File: config.mk
export PLATFORM = sky130hd
export DESIGN_NAME = operand_pair_loader
export DESIGN_NICKNAME = d
export VERILOG_FILES = /design/src/rtl/compare_pkg.sv /design/src/rtl/operand_pair_loader_bit_shift_reg.sv /design/src/rtl/operand_pair_loader.sv
export SDC_FILE = /design/constraint.sdc
export NUM_CORES = 1
export LEC_CHECK = 0
export CORE_UTILIZATION = 50
export CTS_CLUSTER_DIAMETER = 120
export DETAILED_ROUTE_END_ITERATION = 10
export PLACE_DENSITY = 0.77
export SLEW_MARGIN = 20
export SYNTH_ARGS = -nofsm -noshare
export SYNTH_HDL_FRONTEND = slang
export SYNTH_HIERARCHICAL = 1
export SYNTH_SLANG_ARGS = --single-unit
export TNS_END_PERCENT = 30
File: constraint.sdc
create_clock -name clk -period 1.86 [get_ports clk]
set_input_delay 0.279 -clock clk [delete_from_list [all_inputs] [get_ports clk]]
set_output_delay 0.279 -clock clk [all_outputs]
set_load 0.02 [all_outputs]
File: src/rtl/compare_pkg.sv
// Shared definitions for the serial operand loader and the equality comparator.
// Build option LOADER_LSB_FIRST_EN selects LSB-first serial streams in the loader.
package compare_pkg;

    typedef enum logic {
        S_SHIFT = 1'b0,
        S_HOLD  = 1'b1
    } loader_state_e;

    localparam int DEFAULT_WIDTH = 6;

    // Ceiling log2, used to size the bit counter (returns at least 1 for value >= 2).
    function automatic int clog2(input int value);
        int result;
        result = 0;
        for (int i = 0; i < 31; i++) begin
            if ((32'sd1 <<< i) < value) begin
                result = i + 1;
            end
        end
        return result;
    endfunction

endpackage

File: src/rtl/operand_pair_loader_bit_shift_reg.sv
// Serial-in shift register for one operand stream.
// Build option LOADER_LSB_FIRST_EN shifts toward the LSB (LSB-first streams); default is MSB first.
module bit_shift_reg
    import compare_pkg::*;
#(
    parameter int WIDTH = DEFAULT_WIDTH
) (
    input  logic             clk,
    input  logic             reset,
    input  logic             en,
    input  logic             din,
    output logic [WIDTH-1:0] q,
    output logic [WIDTH-1:0] q_shift
);

    logic [WIDTH-1:0] shreg_q;
    logic [WIDTH-1:0] shreg_d;
    logic [WIDTH-1:0] shifted_s;

    // Word as it will look once din is shifted in; the top uses it to bypass on the final beat.
    always_comb begin
`ifdef LOADER_LSB_FIRST_EN
        shifted_s = {din, shreg_q[WIDTH-1:1]};
`else
        shifted_s = {shreg_q[WIDTH-2:0], din};
`endif
        if (en) begin
            shreg_d = shifted_s;
        end else begin
            shreg_d = shreg_q;
        end
    end

    // Shift register state.
    always_ff @(posedge clk) begin
        if (reset) begin
            shreg_q <= {WIDTH{1'b0}};
        end else begin
            shreg_q <= shreg_d;
        end
    end

    assign q       = shreg_q;
    assign q_shift = shifted_s;

endmodule

File: src/rtl/operand_pair_loader.sv
// Assembles serial A/B bit streams into WIDTH-bit pairs behind a double-buffered valid/ready output.
// Build option LOADER_LSB_FIRST_EN selects LSB-first streams; handshake and latency are unchanged.
module operand_pair_loader
    import compare_pkg::*;
#(
    parameter int WIDTH = DEFAULT_WIDTH,
    parameter int CNT_W = 8
) (
    input  logic             clk,
    input  logic             reset,
    input  logic             ser_valid,
    input  logic             ser_a,
    input  logic             ser_b,
    output logic             ser_ready,
    output logic             out_valid,
    input  logic             out_ready,
    output logic [WIDTH-1:0] out_a,
    output logic [WIDTH-1:0] out_b,
    output logic [CNT_W-1:0] pair_cnt
);

    localparam int              BC_W     = clog2(WIDTH);
    localparam logic [BC_W-1:0] LAST_BIT = BC_W'(WIDTH - 1);

    loader_state_e    state_q, state_d;
    logic [BC_W-1:0]  bit_cnt_q, bit_cnt_d;
    logic             out_valid_q, out_valid_d;
    logic [WIDTH-1:0] out_a_q, out_a_d;
    logic [WIDTH-1:0] out_b_q, out_b_d;
    logic [CNT_W-1:0] pair_cnt_q, pair_cnt_d;

    logic [WIDTH-1:0] sh_a_q, sh_a_nxt;
    logic [WIDTH-1:0] sh_b_q, sh_b_nxt;
    logic             accept_s;
    logic             out_free_s;
    logic             fire_s;

    assign ser_ready  = (state_q == S_SHIFT);
    assign accept_s   = ser_valid && ser_ready;
    assign out_free_s = !out_valid_q || out_ready;
    assign fire_s     = out_valid_q && out_ready;

    bit_shift_reg #(.WIDTH(WIDTH)) u_shift_a (
        .clk     (clk),
        .reset   (reset),
        .en      (accept_s),
        .din     (ser_a),
        .q       (sh_a_q),
        .q_shift (sh_a_nxt)
    );

    bit_shift_reg #(.WIDTH(WIDTH)) u_shift_b (
        .clk     (clk),
        .reset   (reset),
        .en      (accept_s),
        .din     (ser_b),
        .q       (sh_b_q),
        .q_shift (sh_b_nxt)
    );

    // Next-state logic: a load into the output stage overrides the consume-clear of out_valid.
    always_comb begin
        state_d     = state_q;
        bit_cnt_d   = bit_cnt_q;
        out_a_d     = out_a_q;
        out_b_d     = out_b_q;
        out_valid_d = fire_s ? 1'b0 : out_valid_q;
        pair_cnt_d  = fire_s ? (pair_cnt_q + CNT_W'(1)) : pair_cnt_q;

        case (state_q)
            S_SHIFT: begin
                if (accept_s) begin
                    if (bit_cnt_q == LAST_BIT) begin
                        if (out_free_s) begin
                            out_a_d     = sh_a_nxt;
                            out_b_d     = sh_b_nxt;
                            out_valid_d = 1'b1;
                            bit_cnt_d   = {BC_W{1'b0}};
                        end else begin
                            state_d = S_HOLD;
                        end
                    end else begin
                        bit_cnt_d = bit_cnt_q + BC_W'(1);
                    end
                end else begin
                    state_d = S_SHIFT;
                end
            end
            S_HOLD: begin
                // Completed word is parked in the shift stage until the output slot frees.
                if (out_free_s) begin
                    out_a_d     = sh_a_q;
                    out_b_d     = sh_b_q;
                    out_valid_d = 1'b1;
                    bit_cnt_d   = {BC_W{1'b0}};
                    state_d     = S_SHIFT;
                end else begin
                    state_d = S_HOLD;
                end
            end
            default: begin
                state_d = S_SHIFT;
            end
        endcase
    end

    // Control, output stage and delivered-pair counter.
    always_ff @(posedge clk) begin
        if (reset) begin
            state_q     <= S_SHIFT;
            bit_cnt_q   <= {BC_W{1'b0}};
            out_valid_q <= 1'b0;
            out_a_q     <= {WIDTH{1'b0}};
            out_b_q     <= {WIDTH{1'b0}};
            pair_cnt_q  <= {CNT_W{1'b0}};
        end else begin
            state_q     <= state_d;
            bit_cnt_q   <= bit_cnt_d;
            out_valid_q <= out_valid_d;
            out_a_q     <= out_a_d;
            out_b_q     <= out_b_d;
            pair_cnt_q  <= pair_cnt_d;
        end
    end

    assign out_valid = out_valid_q;
    assign out_a     = out_a_q;
    assign out_b     = out_b_q;
    assign pair_cnt  = pair_cnt_q;

endmodule
==> results of run 1 <==
[metal layers]
metal | part of all wire, % | vias to the layer above
li1 | - | 662
met5 | 0 | -
met4 | 1.6 | 0
met1 | 41 | 633
met3 | 4.6 | 9
met2 | 52 | 35
[layout make-up]
class                   instances  area share, %
clock buffers                   7           2.77
multi-input cells             114           38.9
inverters                       5          0.946
well taps                      44           2.77
flip-flops and latches         37           37.3
repair buffers                 35           17.3
[placed cells by master (no fill, tap or decap), types with 3 or more instances in the layout]
cell	Yosys	routed
clkbuf_4	0	5
ha_1	3	3
inv_1	5	5
nand3_1	4	4
buf_4	12	7
o21ai_0	6	6
dfxtp_1	37	37
clkdlybuf4s50_1	0	27
mux2i_1	24	24
a21oi_1	21	21
a211oi_1	13	13
or3_1	4	4
nand2_1	3	3
nor2_1	18	18
[tightest hold or removal path, stage by stage (launching register included)]
cell     delay, ns
dfxtp_1       0.33
o31ai_1       0.07
a21oi_1       0.06
[report_power, final]
part           switching [mW]  internal (mW)
registers             0.00889          0.800
logic                  0.0409         0.0382
clock network           0.238          0.178
total                   0.287           1.02
[flip-flops by register name (all words and copies together), names as in the netlist]
signal and count:
out_a 6, bit_cnt_q 3, out_valid 1, pair_cnt 8, state_q 1, out_b 6, u_shift_b/q 6, u_shift_a/q 6
[cell families after synthesis]
| kind of cell | after synthesis | share of synthesized area (%) |
|---|---|---|
| mux | 24 | 14.3 |
| simple gates | 40 | 12.1 |
| fa+ha+maj | 3 | 2.23 |
| buf+inv | 27 | 9.98 |
| flops | 37 | 44.1 |
| xor+xnor | 2 | 1.04 |
| compound gates | 45 | 16.2 |
[final timing paths]
path                                   start           to  slack, ns  cells after the start
worst max-delay path               out_valid    out_valid       0.12                      1
worst min-delay path             pair_cnt[7]  pair_cnt[7]       0.51                      2
worst max register to register  bit_cnt_q[1]     out_b[2]       0.32                      6
worst min register to register   pair_cnt[7]  pair_cnt[7]       0.51                      2
==> key figures, run 1 <==
Finish
  • Fin area: 1980 um2
  • Layout cells sized above 1: 9.60%
  • Register Area: roughly 740 um2
  • Final Util: 63.4%
  • Antenna diodes: 0
  • Area occupied by multi-input gates: 772 um2
  • Non-Filler Instances: 242
  • Filler cells: 281
  • Final net count: a little over 200
  • Area Overhead vs Synth: 18.1%

CTS
  • CTS tree: yes
  • Worst-path clk slew: 0.10 ns
  • Worst-skew pair later-pin latency: 0.34 ns
  • Number of clock sinks: 37
  • H-tree depth: 2
  • Maximum buffer depth of the clock tree: 2
  • CTS Buf Count: 5
  • Clk root buf: clkbuf_4
  • CTS resizes: 0
  • CTS Hold Bufs: 0
  • Postcts setup bufs: 0

Yosys
  • Post-synth top area cell: dfxtp_1
  • Seq/Total Area, Yosys: between 40% and 50%
  • Synthesized area: roughly 1700 um2
  • Top cell type's share of synthesized area: 44.1%
  • Syn Nets: approximately 190
  • Yosys cell types: 30
  • Synth top area cells: dfxtp_1, mux2i_1, a21oi_1
  • Ys Warns: 6
  • Syn Inst Count: 178
  • Mapped Avg Cell Area: roughly 9.4 um2
  • Main synth FF type: dfxtp_1
  • Ys async rst share: 0%
  • Most common cell in the synthesized netlist: dfxtp_1
  • Post-synth top cells: dfxtp_1, mux2i_1, a21oi_1
  • Yosys reg bits: 37
  • Number of synthesized flops with an enable pin: 0

Global routing
  • Most Crowded Layer GR: met2
  • Initial antenna violation count: 0
  • Overflow after GRT: 0
  • GRT Total Usage: 21.4%
  • Largest net degree at the start of global routing: 15
  • GR met2 Demand/Resource: 37.1%
  • M3 GR Usage: 8.01%
  • Vias in the first global route: 1302
  • GR Util met1: 23.1%
  • First-pass GRT wire length: between 5000 and 6000 um

Placement
  • Port-buffer cells: 27
  • Gpl congestion: 0.742
  • Setup WS pre-CTS: 0.106 ns
  • Dpl cells: 235
  • DPL Wire Length: around 2500 um
  • Placed cell area: between 1500 and 2000 um2

Floorplanning
  • Row count: 20
  • DIE HEIGHT: 60.0 um
  • Die area: around 3600 um2
  • Die Wd: ~60 um
  • Core Box Area: 3130 um2
  • Top Ports: 28
  • Initial Util: 53.7%

Critical path
  • Crit Path Category: reg -> out
  • Req. time, crit path: 1.58 ns
  • Top Family by Delay on Critical Path: buffers and inverters
  • Buf+Inv Stages, Crit Path: 1
  • Delay of the slowest critical-path stage: 0.65 ns
  • Crit-path cells: clkdlybuf4s50_1
  • Startpoint types: flop
  • Slowest-stage cell, CP: clkdlybuf4s50_1
  • Arrival time of the worst setup path: 1.46 ns
  • Worst-path maximum fanout: 7
  • Setup crit end kind: output pin

Power
  • Peak supply drop: around 500 uV
  • Pwr dens: 657 nW/um2
  • Total power: 1.30 mW
  • Leakage: 0.687 nW

Routing
  • Antenna-violating nets left: 0
  • Final WL: about 3300 um
  • Drt wl/cell: about 14 um
  • DRC viols: 0
  • DRT Pass-1 Iters: 4
  • Avg Vias per Cell: around 5.5
  • Drt initial violations: 54
  • Vias: approximately 1300

STA
  • Final Hold Viols: 0
  • Min Tclk post-route: 1.74 ns
  • F_max: 0.576 GHz
  • Fin worst setup slack: 0.124 ns
  • Actual slew at the worst max-slew pin: 0.398 ns
  • Period utilisation layout: 93.4%
  • Hold Slack: between 0.5 and 0.6 ns
  • Final setup vio count: 0
  • Clock skew: about 0.0085 ns
  • Setup TNS: 0 ns
  • RSZ-0062 raised after global routing: false
  • Rel. slew slack: 73.4%
  • Final Slew Violations: 0

Worst hold path
  • HP Class: reg -> reg

Job
  • Number of max-cap violations: 0

Status
  • Outcome: finished clean
No activity file was read; power rests on OpenSTA's default activity.
==> inputs of run 2 (changes only) <==
Settings changed: RECOVER_POWER set to 25.
==> run 2 against run 1 <==
Clock skew is 0.00053 ns higher. Worst hold slack barely moved. Flip-flop and latch count unchanged. Highest routed layer unchanged. Critical endpoint unchanged. Clock power hardly changed. Non-clock buffer count unchanged. Register-to-register slack is essentially flat. Total power decreased by 0.42%. Sequential share of layout area up 0.36 points. Utilization shrank 0.60 points.
==> key figures, run 2 (same netlist as run 1, synthesis figures left out) <==
Routing
  • Avg Vias per Cell: 5.51
  • Antenna-violating nets left: 0
  • Final WL: 3330 um
  • Vias: about 1300
  • DRC viols: 0
  • Drt initial violations: 42
  • DRT Pass-1 Iters: 4
  • Drt wl/cell: 13.8 um

Finish
  • Fin area: 1970 um2
  • Layout cells sized above 1: 9.09%
  • Final Util: 62.8%
  • Number of flip-flops under the largest register name: 8
  • Antenna diodes: 0
  • Most frequent cells in the layout: dfxtp_1, clkdlybuf4s50_1, mux2i_1, a21oi_1, nor2_1
  • Non-Filler Instances: 242
  • Area Overhead vs Synth: 17.0%
  • Final net count: 207
  • Commonest non-fill, non-tap cell in the layout: dfxtp_1

Critical path
  • Arrival time of the worst setup path: between 1 and 1.5 ns
  • Crit Path Category: reg -> out
  • Slowest-stage cell, CP: clkdlybuf4s50_1
  • Crit-path cells: clkdlybuf4s50_1
  • Buf+Inv Stages, Crit Path: 1
  • Startpoint types: flop
  • R2r endpoint: out_b[2]
  • Critical Path Stages: 1
  • Setup crit end kind: output pin
  • Req. time, crit path: 1.58 ns
  • Reg2Reg Setup Slack: roughly 0.32 ns
  • Worst reg2reg startpoint: bit_cnt_q[1]
  • R2R cell count: 6
  • Worst-path maximum fanout: 7
  • Delay of the slowest critical-path stage: 0.65 ns
  • Top Family by Delay on Critical Path: buffers and inverters

Placement
  • DPL Wire Length: 2510 um
  • Dpl cells: 235
  • Placed cell area: between 1500 and 2000 um2
  • Port-buffer cells: 27
  • Gpl congestion: around 0.74

Worst hold path
  • Hold Crit Depth: 2
  • Hold path start: pair_cnt[7]
  • HP Class: reg -> reg
  • Hold Path Sink: pair_cnt[7]

STA
  • RSZ-0062 raised after global routing: false
  • Rel. slew slack: 72.5%
  • Actual slew at the worst max-slew pin: 0.412 ns
  • Final Slew Violations: 0
  • Clock skew: 0.00903 ns
  • Setup TNS: 0 ns
  • Hold Slack: ~0.5 ns
  • Final Hold Viols: 0
  • Period utilisation layout: 93.4%
  • Min Tclk post-route: 1.74 ns
  • F_max: 0.576 GHz
  • Final setup vio count: 0

Global routing
  • Most Crowded Layer GR: met2
  • First-pass GRT wire length: 5640 um
  • GR Util met1: between 20% and 30%
  • M3 GR Usage: roughly 8.0%
  • Overflow after GRT: 0
  • GR met2 Demand/Resource: 37.1%
  • Largest net degree at the start of global routing: 15
  • GRT Total Usage: 21.4%
  • Vias in the first global route: 1302
  • Initial antenna violation count: 0

Status
  • Outcome: finished clean

CTS
  • CTS Hold Bufs: 0
  • Worst-skew pair later-pin latency: 0.34 ns
  • Number of clock sinks: 37
  • Maximum buffer depth of the clock tree: 2
  • CTS tree: yes
  • CTS resizes: 0
  • H-tree depth: 2
  • Clk root buf: clkbuf_4
  • CTS Buf Count: 5
  • Worst-path clk slew: roughly 0.10 ns
  • Postcts setup bufs: 0

Floorplanning
  • Core Box Area: 3130 um2
  • Top Ports: 28
  • Die area: 3600 um2
  • Initial Util: between 50 and 60%
  • DIE HEIGHT: 60.0 um
  • Row count: 20
  • Die Wd: ~60 um

Job
  • Number of max-cap violations: 0

Power
  • Pwr dens: 661 nW/um2
  • Leakage: 0.679 nW
  • Peak supply drop: about 500 uV
==> run 2: worst max-delay path by stage <==
stage / startpoint / end / slack, ns
final: out_valid / out_valid / 0.12
after global routing: out_valid / out_valid / 0.05
after CTS: out_valid / out_valid / 0.12
after detailed placement: out_ready / pair_cnt[7] / 0.11
after global placement: out_ready / pair_cnt[7] / 0.17
after floorplan: pair_cnt[0] / pair_cnt[6] / 0.50
==> run 2: through the flow <==
stage          setup WS [ns]  total power [mW]
2_1_floorplan          0.497             0.881
3_3_place_gp           0.167             0.901
3_5_place_dp           0.106             0.906
4_1_cts                0.122              1.31
5_1_grt               0.0486              1.35
6_report               0.123              1.30
==> run 2: routing by layer <==
metal | vias up | share of wire, %
met3 | 7 | 4.5
li1 | 660 | -
met4 | 0 | 1.3
met1 | 635 | 42
met2 | 31 | 52
met5 | - | 0
==> run 2: layout make-up <==
class,instances,area (um2)
clock buffers,7,55.1
fillers,283,1160
inverters,5,18.8
repair buffers,35,324
flip-flops and latches,37,741
multi-input cells,114,772
well taps,44,55.1
==> run 2: report_power, final <==
group	total, mW	leakage [nW]	switching, mW	internal [mW]
registers	0.809	0.299	0.00872	0.800
logic	0.0736	0.349	0.0403	0.0333
clock network	0.416	0.0314	0.238	0.178
total	1.30	0.679	0.287	1.01
==> inputs of run 3 (changes only) <==
Settings changed: CAP_MARGIN set to 20.
==> results of run 3 <==
The final DEF is identical to that of run 2; final timing and power are the same.
